===== config.mk =====
export PLATFORM = sky130hd
export DESIGN_NAME = video_timing_gen
export DESIGN_NICKNAME = d
export VERILOG_FILES = /design/src/rtl/video_timing_pkg.sv /design/src/rtl/timing_axis_cnt.sv /design/src/rtl/video_timing_gen.sv
export SDC_FILE = /design/constraint.sdc
export NUM_CORES = 1
export LEC_CHECK = 0
export CAP_MARGIN = 20
export CORE_MARGIN = 3
export CORE_UTILIZATION = 39
export CTS_CLUSTER_DIAMETER = 40
export DETAILED_ROUTE_END_ITERATION = 12
export PLACE_DENSITY_LB_ADDON = 0.25
export SLEW_MARGIN = 0
export SYNTH_ARGS = -nofsm -noshare
export SYNTH_HDL_FRONTEND = slang
export SYNTH_HIERARCHICAL = 1
export SYNTH_SLANG_ARGS = --single-unit
export TNS_END_PERCENT = 1

===== constraint.sdc =====
create_clock -name clk -period 3 [get_ports clk]
set_clock_uncertainty 0.2 [all_clocks]
set_input_delay 0.9 -clock clk [delete_from_list [all_inputs] [get_ports clk]]
set_output_delay 0.9 -clock clk [all_outputs]
set_load 0.005 [all_outputs]

===== src/rtl/video_timing_pkg.sv =====
// video_timing_pkg: shared coordinate width, phase type, axis helpers and standard mode timings
package video_timing_pkg;

    localparam int COORD_W = 12;

    typedef enum logic [1:0] {PH_ACTIVE, PH_FP, PH_SYNC, PH_BP} phase_e;

    function automatic int axis_total(input int a, input int f, input int s, input int b);
        return a + f + s + b;
    endfunction

    function automatic bit axis_legal(input int a, input int f, input int s, input int b);
        return a >= 1 && f >= 1 && s >= 1 && b >= 1 && axis_total(a, f, s, b) < (1 << COORD_W);
    endfunction

    function automatic phase_e phase_of(input logic [COORD_W-1:0] c, input int a, input int f, input int s);
        return c < COORD_W'(a) ? PH_ACTIVE :
               c < COORD_W'(a + f) ? PH_FP :
               c < COORD_W'(a + f + s) ? PH_SYNC : PH_BP;
    endfunction

    localparam int P720_H_ACTIVE = 1280;
    localparam int P720_H_FP     = 110;
    localparam int P720_H_SYNC   = 40;
    localparam int P720_H_BP     = 220;
    localparam int P720_V_ACTIVE = 720;
    localparam int P720_V_FP     = 5;
    localparam int P720_V_SYNC   = 5;
    localparam int P720_V_BP     = 20;
    localparam bit P720_HS_POL   = 1'b1;
    localparam bit P720_VS_POL   = 1'b1;

    localparam int P480_H_ACTIVE = 640;
    localparam int P480_H_FP     = 16;
    localparam int P480_H_SYNC   = 96;
    localparam int P480_H_BP     = 48;
    localparam int P480_V_ACTIVE = 480;
    localparam int P480_V_FP     = 10;
    localparam int P480_V_SYNC   = 2;
    localparam int P480_V_BP     = 33;
    localparam bit P480_HS_POL   = 1'b0;
    localparam bit P480_VS_POL   = 1'b0;

endpackage


===== src/rtl/timing_axis_cnt.sv =====
// timing_axis_cnt: wrapping counter for one raster axis with ACTIVE/FP/SYNC/BP phase decode
module timing_axis_cnt
    import video_timing_pkg::*;
#(
    parameter int ACTIVE = P720_H_ACTIVE,
    parameter int FP     = P720_H_FP,
    parameter int SYNC   = P720_H_SYNC,
    parameter int BP     = P720_H_BP
) (
    input  logic               clk,
    input  logic               rst_n,
    input  logic               step,
    output logic [COORD_W-1:0] cnt,
    output logic [1:0]         phase,
    output logic               wrap
);

    localparam int TOTAL = axis_total(ACTIVE, FP, SYNC, BP);

    if (!axis_legal(ACTIVE, FP, SYNC, BP)) begin : g_illegal
        $error("timing_axis_cnt: widths must be >= 1 and total < 2**COORD_W");
    end

    logic [COORD_W-1:0] r_cnt;

    assign wrap  = r_cnt == COORD_W'(TOTAL - 1);
    assign cnt   = r_cnt;
    assign phase = phase_of(r_cnt, ACTIVE, FP, SYNC);

    always_ff @(posedge clk or negedge rst_n) begin
        if (!rst_n)
            r_cnt <= '0;
        else if (step)
            r_cnt <= wrap ? '0 : r_cnt + 1'b1;
    end

endmodule


===== src/rtl/video_timing_gen.sv =====
// video_timing_gen: pixel-clock raster generator producing registered hs/vs/de, coordinates and frame_start
module video_timing_gen
    import video_timing_pkg::*;
#(
    parameter int H_ACTIVE = P720_H_ACTIVE,
    parameter int H_FP     = P720_H_FP,
    parameter int H_SYNC   = P720_H_SYNC,
    parameter int H_BP     = P720_H_BP,
    parameter int V_ACTIVE = P720_V_ACTIVE,
    parameter int V_FP     = P720_V_FP,
    parameter int V_SYNC   = P720_V_SYNC,
    parameter int V_BP     = P720_V_BP,
    parameter bit HS_POL   = P720_HS_POL,
    parameter bit VS_POL   = P720_VS_POL
) (
    input  logic               clk,
    input  logic               rst_n,
    input  logic               en,
    output logic               hs,
    output logic               vs,
    output logic               de,
    output logic [COORD_W-1:0] x,
    output logic [COORD_W-1:0] y,
    output logic               frame_start
);

    logic [COORD_W-1:0] w_h_cnt, w_v_cnt;
    logic [1:0]         w_h_phase, w_v_phase;
    logic               w_h_wrap, w_v_wrap_unused, w_de;
    logic               r_hs, r_vs, r_de, r_fs;
    logic [COORD_W-1:0] r_x, r_y;

    timing_axis_cnt #(.ACTIVE(H_ACTIVE), .FP(H_FP), .SYNC(H_SYNC), .BP(H_BP)) u_h (
        .clk(clk), .rst_n(rst_n), .step(en),
        .cnt(w_h_cnt), .phase(w_h_phase), .wrap(w_h_wrap)
    );

    // vertical axis advances once per completed line, so its phase only moves at h_cnt=0
    timing_axis_cnt #(.ACTIVE(V_ACTIVE), .FP(V_FP), .SYNC(V_SYNC), .BP(V_BP)) u_v (
        .clk(clk), .rst_n(rst_n), .step(en && w_h_wrap),
        .cnt(w_v_cnt), .phase(w_v_phase), .wrap(w_v_wrap_unused)
    );

    assign w_de = w_h_phase == PH_ACTIVE && w_v_phase == PH_ACTIVE;

    always_ff @(posedge clk or negedge rst_n) begin
        if (!rst_n) begin
            r_hs <= ~HS_POL;
            r_vs <= ~VS_POL;
            r_de <= 1'b0;
            r_x  <= '0;
            r_y  <= '0;
            r_fs <= 1'b0;
        end else begin
            r_fs <= en && w_h_cnt == '0 && w_v_cnt == '0;
            if (en) begin
                r_hs <= w_h_phase == PH_SYNC ? HS_POL : ~HS_POL;
                r_vs <= w_v_phase == PH_SYNC ? VS_POL : ~VS_POL;
                r_de <= w_de;
                r_x  <= w_de ? w_h_cnt : '0;
                r_y  <= w_de ? w_v_cnt : '0;
            end
        end
    end

    assign hs          = r_hs;
    assign vs          = r_vs;
    assign de          = r_de;
    assign x           = r_x;
    assign y           = r_y;
    assign frame_start = r_fs;

endmodule


==> Implementation_results.wiki <==
{| class="wikitable"
! Metric !! Value
|-
| Outcome || completed
|-
| Final wirelength || 5.48 mm
|-
| Number of DRC markers in iteration 0 || 132
|-
| Number of library cell types mapped by synthesis || 52
|-
| Share of post-route cells with drive strength above 1 || 0.105
|-
| Die Span X || 87.0 um
|-
| Post-route minimum period || 2590 ps
|-
| Worst Hold Slack || 291 ps
|-
| Post-synth ARST share || 1.00
|-
| Syn nets || 244
|-
| Clock Root Buffer || clkbuf_8
|-
| Final clock period utilization by the worst path || 0.862
|-
| Post-synthesis instance total || 236
|-
| Die area || 7580 um^2
|-
| Fmax achieved || 387 MHz
|-
| Maximum level of the CTS H-tree || 2
|-
| Final cell count without fillers || 350
|-
| Num CTS Buffers || 5
|-
| Slew Limit Fails || 0
|-
| Depth of the most critical reg-to-reg path || 8
|-
| RePlAce Congestion || 0.844
|-
| Global Route Usage Sum || 0.156
|-
| Growth of design area from synthesis to finish || 19.3%
|-
| Critical Path AT || 2610 ps
|-
| Synth area leader || dfrtp_1
|-
| Number of instances resized during post-cts repair || 0
|-
| Quantity of hold-fixing buffers added after cts || 0
|-
| Post-synth top cells || 52 x dfrtp_1, 24 x a22o_1, 18 x nand2_1
|-
| EDFF count, synth || 0
|-
| Vias after detailed routing || 2001
|-
| Number of inserted diodes || 0
|-
| Global route overflow || 0
|-
| Worst slew margin relative to its limit || 0.645
|-
| Final count of negative-setup-slack endpoints || 0
|-
| DR pass1 iterations || 4
|-
| Area fraction of the dominant cell type after synthesis || 0.508
|-
| Pin count of the biggest net entering global routing || 27
|-
| DRC viols || 0
|-
| Most frequent cell after synthesis || dfrtp_1
|-
| Vertical die dimension || 87.0 um
|-
| Predominant post-synthesis flop cell || dfrtp_1
|-
| Slew of the pin with the lowest slew margin || 533 ps
|-
| Initial core utilization || 0.418
|-
| Power density cells || 513 nW/um^2
|-
| Min-Delay Path Class || reg2reg
|-
| WL/cell || 15.7 um
|-
| Floorplan Core Area || 6130 um^2
|-
| Maximum VDD drop || 300 uV
|-
| Antenna Violating Nets Remaining || 0
|-
| Count of input and output buffers || 30
|-
| CTS Sinks || 52
|-
| Maximum count of clock buffers along a single path || 2
|-
| Count of state elements after synthesis || 52
|-
| Seq/Total Area, Yosys || 0.508
|-
| First-pass GRT wire length || 9.47 mm
|-
| Data required, critical path || 3020 ps
|-
| Core Rows || 28
|-
| Max-cap violations || 0
|-
| Via count of the first global-routing pass || 1918
|-
| Leakage power figure || 1.36 nW
|-
| Boundary Pins || 31
|-
| Number of cells on the worst hold path || 1
|-
| Via density per instance || 5.72
|-
| Critical Setup Path Class || reg2reg
|-
| Type of destination of the critical path || flip-flop
|-
| Max FO, Critical Path || 8
|-
| Setup repair after global routing missed its margin || no
|-
| Clk_lat worst skew || 290 ps
|-
| Yosys Warn Count || 6
|-
| Fin util || 0.498
|-
| Placed wire-length estimate after detailed placement || 3.93 mm
|-
| Placed Instances || 342
|-
| Mapped cell area || 2560 um^2
|-
| Worst setup SP type || flip-flop
|-
| Synth Area per Inst || 10.9 um^2
|-
| Post-CTS Repair Setup Buffers || 0
|-
| Clock-pin slew on the worst setup and hold paths || 90 ps
|-
| Antenna violations before repair || 0
|-
| Top cells by area, synth || dfrtp_1 51%, a22o_1 8.2%, xor2_1 2.7%
|-
| Accumulated negative setup slack || 0 ps
|-
| Clock tree from TritonCTS || yes
|-
| Number of nets at the end of the flow || 282
|-
| Final-report hold violation count || 0
|}
area by class of cell:
type	count	area, um^2
Clock buffer	6	72.6
Sequential cell	52	1300
Clock inverter	2	16.3
Tap cell	75	93.8
Fill cell	542	3080
Inverter	10	37.5
Multi-Input combinational cell	164	1160
Timing Repair Buffer	41	378
final timing paths:
kind / slack, ps / start / endpoint
max: 410 / u_h/cnt[0] / u_v/cnt[10]
min: 290 / de / de
max reg2reg: 410 / u_h/cnt[0] / u_v/cnt[10]
min reg2reg: 290 / de / de
max in group asynchronous: 1620 / rst_n / u_h/cnt[10]
min in group asynchronous: 370 / rst_n / y[2]
state kept, by name, summed over array words and instances, names as in the netlist:
signal and count:
u_h/cnt 12, u_v/cnt 12, x 12, y 12
de 1, frame_start 1, hs 1, vs 1
placed cells by master, fill, tap and decap left out, types with 4 or more instances in the layout:
master,count
nand2_1,18
o31ai_1,5
buf_4,11
a22o_1,24
inv_1,9
a21o_1,4
nor2_1,13
o21ai_0,8
dfrtp_1,52
nor4_1,7
xnor2_1,4
and2_1,4
nand4_1,7
a31oi_1,4
nand3_1,8
a21oi_1,5
clkbuf_8,5
clkdlybuf4s50_1,29
xor2_1,8
ha_1,5
cells by family after synthesis:
kind of cell             after synthesis  share of synthesized area
AO/OA/AOI/OAI                         61                      0.177
XOR/XNOR                              12                     0.0410
adder cells (fa/ha/maj)                5                     0.0244
buffers and inverters                 20                     0.0405
flip-flops                            52                      0.508
multiplexers                           1                    0.00440
AND/OR/NAND/NOR                       85                      0.204
where the power goes:
part	total, mW	switching [mW]	leakage [nW]	internal, mW
clock	0.390	0.224	0.0414	0.166
sequential	0.841	0.0730	0.673	0.768
combinational	0.335	0.168	0.641	0.167
routing by layer:
metal / part of all wire / global-route usage
met1: 0.49 / 0.226
met2: 0.46 / 0.245
met3: 0.045 / 0.0284
met4: 0 / 0.0283
met5: 0 / 0
per-stage QoR:
stage	setup WS [ps]	total power, mW	cell area (um^2)
floorplan	663	1.02	2560
global placement	343	1.18	2970
detailed placement	315	1.19	2970
CTS	418	1.58	3060
global route	140	1.67	3060
finish	414	1.57	3060
worst max-delay path, stage by stage, from the launching register on:
cell and delay [ps]:
dfrtp_1 530, ha_1 210, nand4bb_1 210, nor3_1 330, and2_1 240, and4_1 350
nand4_2 150, nor2_1 150, xor2_1 140
No activity file was read; power rests on OpenSTA's default activity.
